### config.mk
export PLATFORM = sky130hd
export DESIGN_NAME = phys_reg_free_list
export DESIGN_NICKNAME = d
export VERILOG_FILES = /design/src/rtl/phys_reg_free_list_pkg.sv /design/src/rtl/phys_reg_free_list.sv
export SDC_FILE = /design/constraint.sdc
export NUM_CORES = 2
export LEC_CHECK = 0
export CORE_MARGIN = 5
export CORE_UTILIZATION = 60
export DETAILED_ROUTE_END_ITERATION = 10
export PLACE_DENSITY = 0.86
export SYNTH_ARGS = -nofsm -noshare
export SYNTH_HDL_FRONTEND = slang
export SYNTH_SLANG_ARGS = --single-unit
### constraint.sdc
create_clock -name clk -period 28.1 [get_ports clk]
set_input_delay 4.215 -clock clk [delete_from_list [all_inputs] [get_ports clk]]
set_output_delay 4.215 -clock clk [all_outputs]
set_load 0.01 [all_outputs]
### src/rtl/phys_reg_free_list_pkg.sv
// Shared rename package: physical/architectural register counts and the preg type
// used by rename, commit and the free list.
package phys_reg_free_list_pkg;

    localparam int NUM_PREGS = 64;
    localparam int NUM_AREGS = 32;
    localparam int PREG_W    = $clog2(NUM_PREGS);
    localparam int FL_DEPTH  = NUM_PREGS - 1;
    localparam int PTR_W     = $clog2(FL_DEPTH);
    localparam int CNT_W     = PREG_W + 1;

    typedef logic [PREG_W-1:0] preg_t;
    typedef logic [PTR_W-1:0]  ptr_t;
    typedef logic [CNT_W-1:0]  cnt_t;

endpackage

### src/rtl/phys_reg_free_list.sv
// Circular free list of physical registers: offers two pregs per cycle to rename,
// absorbs up to two released pregs from commit, and flags illegal releases.
module phys_reg_free_list
    import phys_reg_free_list_pkg::*;
(
    input  logic              clk,
    input  logic              reset,
    input  logic [1:0]        alloc_req,
    output logic              alloc_grant,
    output logic [PREG_W-1:0] alloc_preg0,
    output logic [PREG_W-1:0] alloc_preg1,
    input  logic [1:0]        rel_valid,
    input  logic [PREG_W-1:0] rel_preg0,
    input  logic [PREG_W-1:0] rel_preg1,
    output logic [CNT_W-1:0]  free_count,
    output logic              err_release
);

    function automatic logic [1:0] popcount2(input logic [1:0] v);
        return {1'b0, v[0]} + {1'b0, v[1]};
    endfunction

    // The buffer is FL_DEPTH (not a power of two) deep, so wrap by compare-and-subtract.
    function automatic ptr_t wrap_inc(input ptr_t ptr, input logic [1:0] n);
        logic [PTR_W:0] sum;
        sum = {1'b0, ptr} + {{(PTR_W-1){1'b0}}, n};
        if (sum >= (PTR_W+1)'(FL_DEPTH)) begin
            sum = sum - (PTR_W+1)'(FL_DEPTH);
        end else begin
            sum = sum;
        end
        return sum[PTR_W-1:0];
    endfunction

    function automatic logic [NUM_PREGS-1:0] onehot(input logic en, input preg_t p);
        logic [NUM_PREGS-1:0] m;
        m    = '0;
        m[p] = en;
        return m;
    endfunction

    preg_t                fl_q [FL_DEPTH];
    ptr_t                 head_q, head_d;
    ptr_t                 tail_q, tail_d;
    cnt_t                 count_q, count_d;
    logic [NUM_PREGS-1:0] bitmap_q, bitmap_d;
    logic                 err_q, err_d;

    logic [1:0]           req_cnt_s;
    logic [1:0]           pop_n_s;
    logic [1:0]           acc_n_s;
    logic                 grant_s;
    logic                 acc0_s, acc1_s;
    ptr_t                 head1_s;
    ptr_t                 wr1_idx_s;
    cnt_t                 post_pop_s;
    logic [NUM_PREGS-1:0] clr_mask_s, set_mask_s;

    // Offer, grant and release-legality decisions, all from current state.
    always_comb begin
        req_cnt_s   = popcount2(alloc_req);
        // Grant ignores this cycle's releases: an empty list stalls even if commit frees.
        grant_s     = count_q >= {{(CNT_W-2){1'b0}}, req_cnt_s};
        pop_n_s     = grant_s ? req_cnt_s : 2'd0;
        head1_s     = wrap_inc(head_q, {1'b0, alloc_req[0]});
        alloc_preg0 = fl_q[head_q];
        alloc_preg1 = fl_q[head1_s];
        alloc_grant = grant_s;
        post_pop_s  = count_q - cnt_t'(pop_n_s);

        acc0_s = rel_valid[0] && (rel_preg0 != '0) && !bitmap_q[rel_preg0]
                 && (post_pop_s < cnt_t'(FL_DEPTH));
        acc1_s = rel_valid[1] && (rel_preg1 != '0) && !bitmap_q[rel_preg1]
                 && !(rel_valid[0] && (rel_preg0 == rel_preg1))
                 && ((post_pop_s + cnt_t'(acc0_s)) < cnt_t'(FL_DEPTH));
        acc_n_s   = popcount2({acc1_s, acc0_s});
        wr1_idx_s = wrap_inc(tail_q, {1'b0, acc0_s});

        clr_mask_s = onehot(grant_s && alloc_req[0], alloc_preg0)
                   | onehot(grant_s && alloc_req[1], alloc_preg1);
        set_mask_s = onehot(acc0_s, rel_preg0) | onehot(acc1_s, rel_preg1);

        head_d   = wrap_inc(head_q, pop_n_s);
        tail_d   = wrap_inc(tail_q, acc_n_s);
        count_d  = post_pop_s + cnt_t'(acc_n_s);
        bitmap_d = (bitmap_q & ~clr_mask_s) | set_mask_s;
        err_d    = err_q || (rel_valid[0] && !acc0_s) || (rel_valid[1] && !acc1_s);
    end

    // State update; reset loads p32..p63 as the free list with p0..p31 architecturally mapped.
    always_ff @(posedge clk or posedge reset) begin
        if (reset) begin
            for (int i = 0; i < FL_DEPTH; i++) begin
                fl_q[i] <= (i < NUM_PREGS - NUM_AREGS) ? preg_t'(NUM_AREGS + i) : '0;
            end
            head_q   <= '0;
            tail_q   <= ptr_t'(NUM_PREGS - NUM_AREGS);
            count_q  <= cnt_t'(NUM_PREGS - NUM_AREGS);
            bitmap_q <= {{(NUM_PREGS-NUM_AREGS){1'b1}}, {NUM_AREGS{1'b0}}};
            err_q    <= 1'b0;
        end else begin
            if (acc0_s) begin
                fl_q[tail_q] <= rel_preg0;
            end
            if (acc1_s) begin
                fl_q[wr1_idx_s] <= rel_preg1;
            end
            head_q   <= head_d;
            tail_q   <= tail_d;
            count_q  <= count_d;
            bitmap_q <= bitmap_d;
            err_q    <= err_d;
        end
    end

    assign free_count  = count_q;
    assign err_release = err_q;

endmodule
==> flow_summary.ini <==
[status]
status = complete, but fails checks
failed_checks = design-rule violations

[critical_path]
r2r-start = free_count[0]$_DFF_PP0_
cp.arrival_ns = 10.86
r2r_slack_ns = 18.37
endpoint_kind = primary output
reg2reg_to = fl_q[336]$_DFF_PP0_
timing.setup.critical_path_class = input pin to primary output
required_ns = 23.89
startpoint_type = input pin
critPathMaxFanout = 33
startpoint = alloc_req[0]
crit_path_end = alloc_preg1[2]
reg2regPathDepth = 29

[detailed_routing]
vias = 32280
avgViaCountPerCell = 7.790
drt-total-wl_um = 142800
drt_iter0_drc = 6015
first_pass_iters = 11
drc = 4
ant_nets = 0
wl_per_cell_um = 34.46

[timing]
slew_viol_final = 0
skew_ns = 0.02273
finalSetupViolations = 0
fmax_ghz = 0.06634
hold_viol_final = 0
post-route-period-util_pct = 53.65
timing.hold.ws_ns = 0.4997
worst_pin_slew_ns = 1.365
period_needed_ns = 15.08
relSlewSlack_pct = 8.304
grt_setup_unrepaired = false
setup-tns-final_ns = 0

[power_and_ir_drop]
p_leak_nw = 16.08
peakVddDrop_v = 0.00009298
powerDensity_nw_per_um2 = 134.6
p_total_mw = 4.887

[synth]
syn_nets = 3541
ys.flop_type = dfrtp_1
synthDistinctLibCells = 109
synth_edf_count = 0
synth_compound_area_share_pct = 17.35
synth.area.mux_share_pct = 28.87
syn_area_um2 = 33970
synth_top_family_by_area = multiplexers
ys_ff_latch = 461
yosys_warnings = 0
yosys.area_share.simple_pct = 12.97
synthTopCellsByArea = dfrtp_1 (23%), mux2i_1 (12%), dfstp_2 (11%), mux4_2 (11%), mux2_2 (6.6%)
yosysTopAreaCell = dfrtp_1
async_flop_share_pct = 100.0
syn_inst = 3498
yosysSeqAreaShare_pct = 34.50
syn_avg_cell_area_um2 = 9.710
synth_xor_area_share_pct = 0.8767
synth_fa_ha_area_share_pct = 1.083
yosys.area.top_type_share_pct = 23.21

[clock_network]
cts_resized = 0
clk_pin_slew_worst_paths_ns = 0.06
numCtsBuffers = 50
cts_buffer_depth = 3
clock-sinks = 461
post_cts_buffers = 0
cts_hold_buf = 0
cts_tree = yes
h-tree-depth = 2
clk_latency_ns = 0.63
cts_root_buf = clkbuf_16

[global_routing]
grt_pass1_wl_um = 208400
antenna_found_initial = 13
globalRouteTotalUtil_pct = 45.67
grt_overflow = 0
grt_max_degree = 120
first_global_vias = 30550

[placement]
dp_cells = 4041
place_congestion = 1.163
port_buffers = 38
post-dp-hpwl_um = 97470

[layout]
area_growth_pct = 6.892
final_common_cell = mux2i_1
layout-drive-gt1-share_pct = 22.56
fin_util_pct = 64.51
stdcell_count = 4143
final_cell_mix = mux2i_1 (399), nor2_1 (388), a21oi_1 (371), dfrtp_1 (311), nand2_1 (256)
final_nets = 3380

[die]
dieArea_um2 = 61470
die_w_um = 247.9
io-pin-count = 39
rows = 87
fp.dieH_um = 247.9
initial_core_util_pct = 60.35
core_um2 = 56280

[job]
maxCapViolations = 0

[hold_path]
min_path_type = flip-flop to flip-flop
[cells by family after synthesis]
group                      Yosys count
muxes                              756
DFF                                461
AOI/OAI and AO/OA                  903
adders and majority gates           29
xor gates and xnor gates            34
buffers and inverters              357
and+or+nand+nor                    958
[sequential cells by signal, indices dropped and copies added, names as in the netlist]
name and cells:
free_count 7, fl_q 378, head_q 6, bitmap_q 63, err_release 1, tail_q 6
[Yosys cell counts (8+ instances only)]
cell	n
a211oi_1	32
a21oi_1	373
a221o_1	34
a221oi_1	15
a22o_1	9
a22oi_1	52
a31oi_1	22
a32oi_1	8
and2_1	18
and3_1	28
buf_1	47
buf_2	56
buf_4	12
clkbuf_1	205
dfrtp_1	315
dfstp_2	146
ha_1	23
inv_1	28
mux2_2	198
mux2i_1	399
mux4_2	159
nand2_1	256
nand2b_1	24
nand3_1	58
nand4_1	27
nor2_1	391
nor2b_1	23
nor3_1	40
nor4_1	12
o2111ai_1	8
o211ai_1	13
o21ai_0	113
o21ai_1	8
o221ai_1	60
o22ai_1	36
o31ai_1	8
o32ai_1	12
or2_2	20
or3_1	9
xnor2_1	12
xor2_1	22
[routing by layer]
layer  global-route usage [%]  part of all wire [%]  vias up
li1                         -                     -    12850
met1                    56.78                    33    15340
met2                    64.72                    41     3131
met3                    19.71                    16      945
met4                    30.29                   9.4       12
met5                        0                 0.053        -
[cell type report]
type                    count  area, um2
clock buffers              69       1474
repair buffers            110      875.8
inverters                  34      135.1
fillers                  4377      19970
clock inverters            23      266.5
flip-flops and latches    461      11730
multi-input cells        2680      20860
well taps                 756      945.9
diodes                     10      25.02
[worst min-delay path by stage]
stage,to,start,slack (ns),cells past startpoint
after floorplan,bitmap_q[42]$_DFF_PP1_,bitmap_q[42]$_DFF_PP1_,0.46,2
after global placement,err_release$_DFF_PP0_,err_release$_DFF_PP0_,0.47,1
after detailed placement,err_release$_DFF_PP0_,err_release$_DFF_PP0_,0.48,1
after CTS,bitmap_q[36]$_DFF_PP1_,bitmap_q[36]$_DFF_PP1_,0.49,2
after global routing,bitmap_q[42]$_DFF_PP1_,bitmap_q[42]$_DFF_PP1_,0.51,2
final,bitmap_q[36]$_DFF_PP1_,bitmap_q[36]$_DFF_PP1_,0.50,2
[power breakdown]
part / internal [mW] / leakage, nW / switching [mW]
clock: 0.413 / 0.862 / 0.297
combinational: 1.06 / 9.50 / 1.74
sequential: 0.987 / 5.72 / 0.396
[per-stage QoR]
stage / setup slack, ns / cell area [um2]
finish: 13.03 / 36310
floorplan: 11.27 / 33970
global route: 13.08 / 36290
global placement: 13.54 / 34540
CTS: 13.42 / 36280
detailed placement: 13.46 / 34540
[critical path: stages]
cell             delay [ns]
clkdlybuf4s50_1        0.77
ha_4                   0.39
ha_2                   0.66
ha_2                   0.54
buf_4                  0.57
inv_2                  0.34
nand2_1                0.33
a211o_1                0.31
and2_1                 0.68
o22a_1                 0.23
a211oi_1               0.07
o32ai_1                0.66
o21ai_2                0.29
inv_2                  0.18
clkdlybuf4s50_1        0.56
Power figures use the tool's default switching activity.
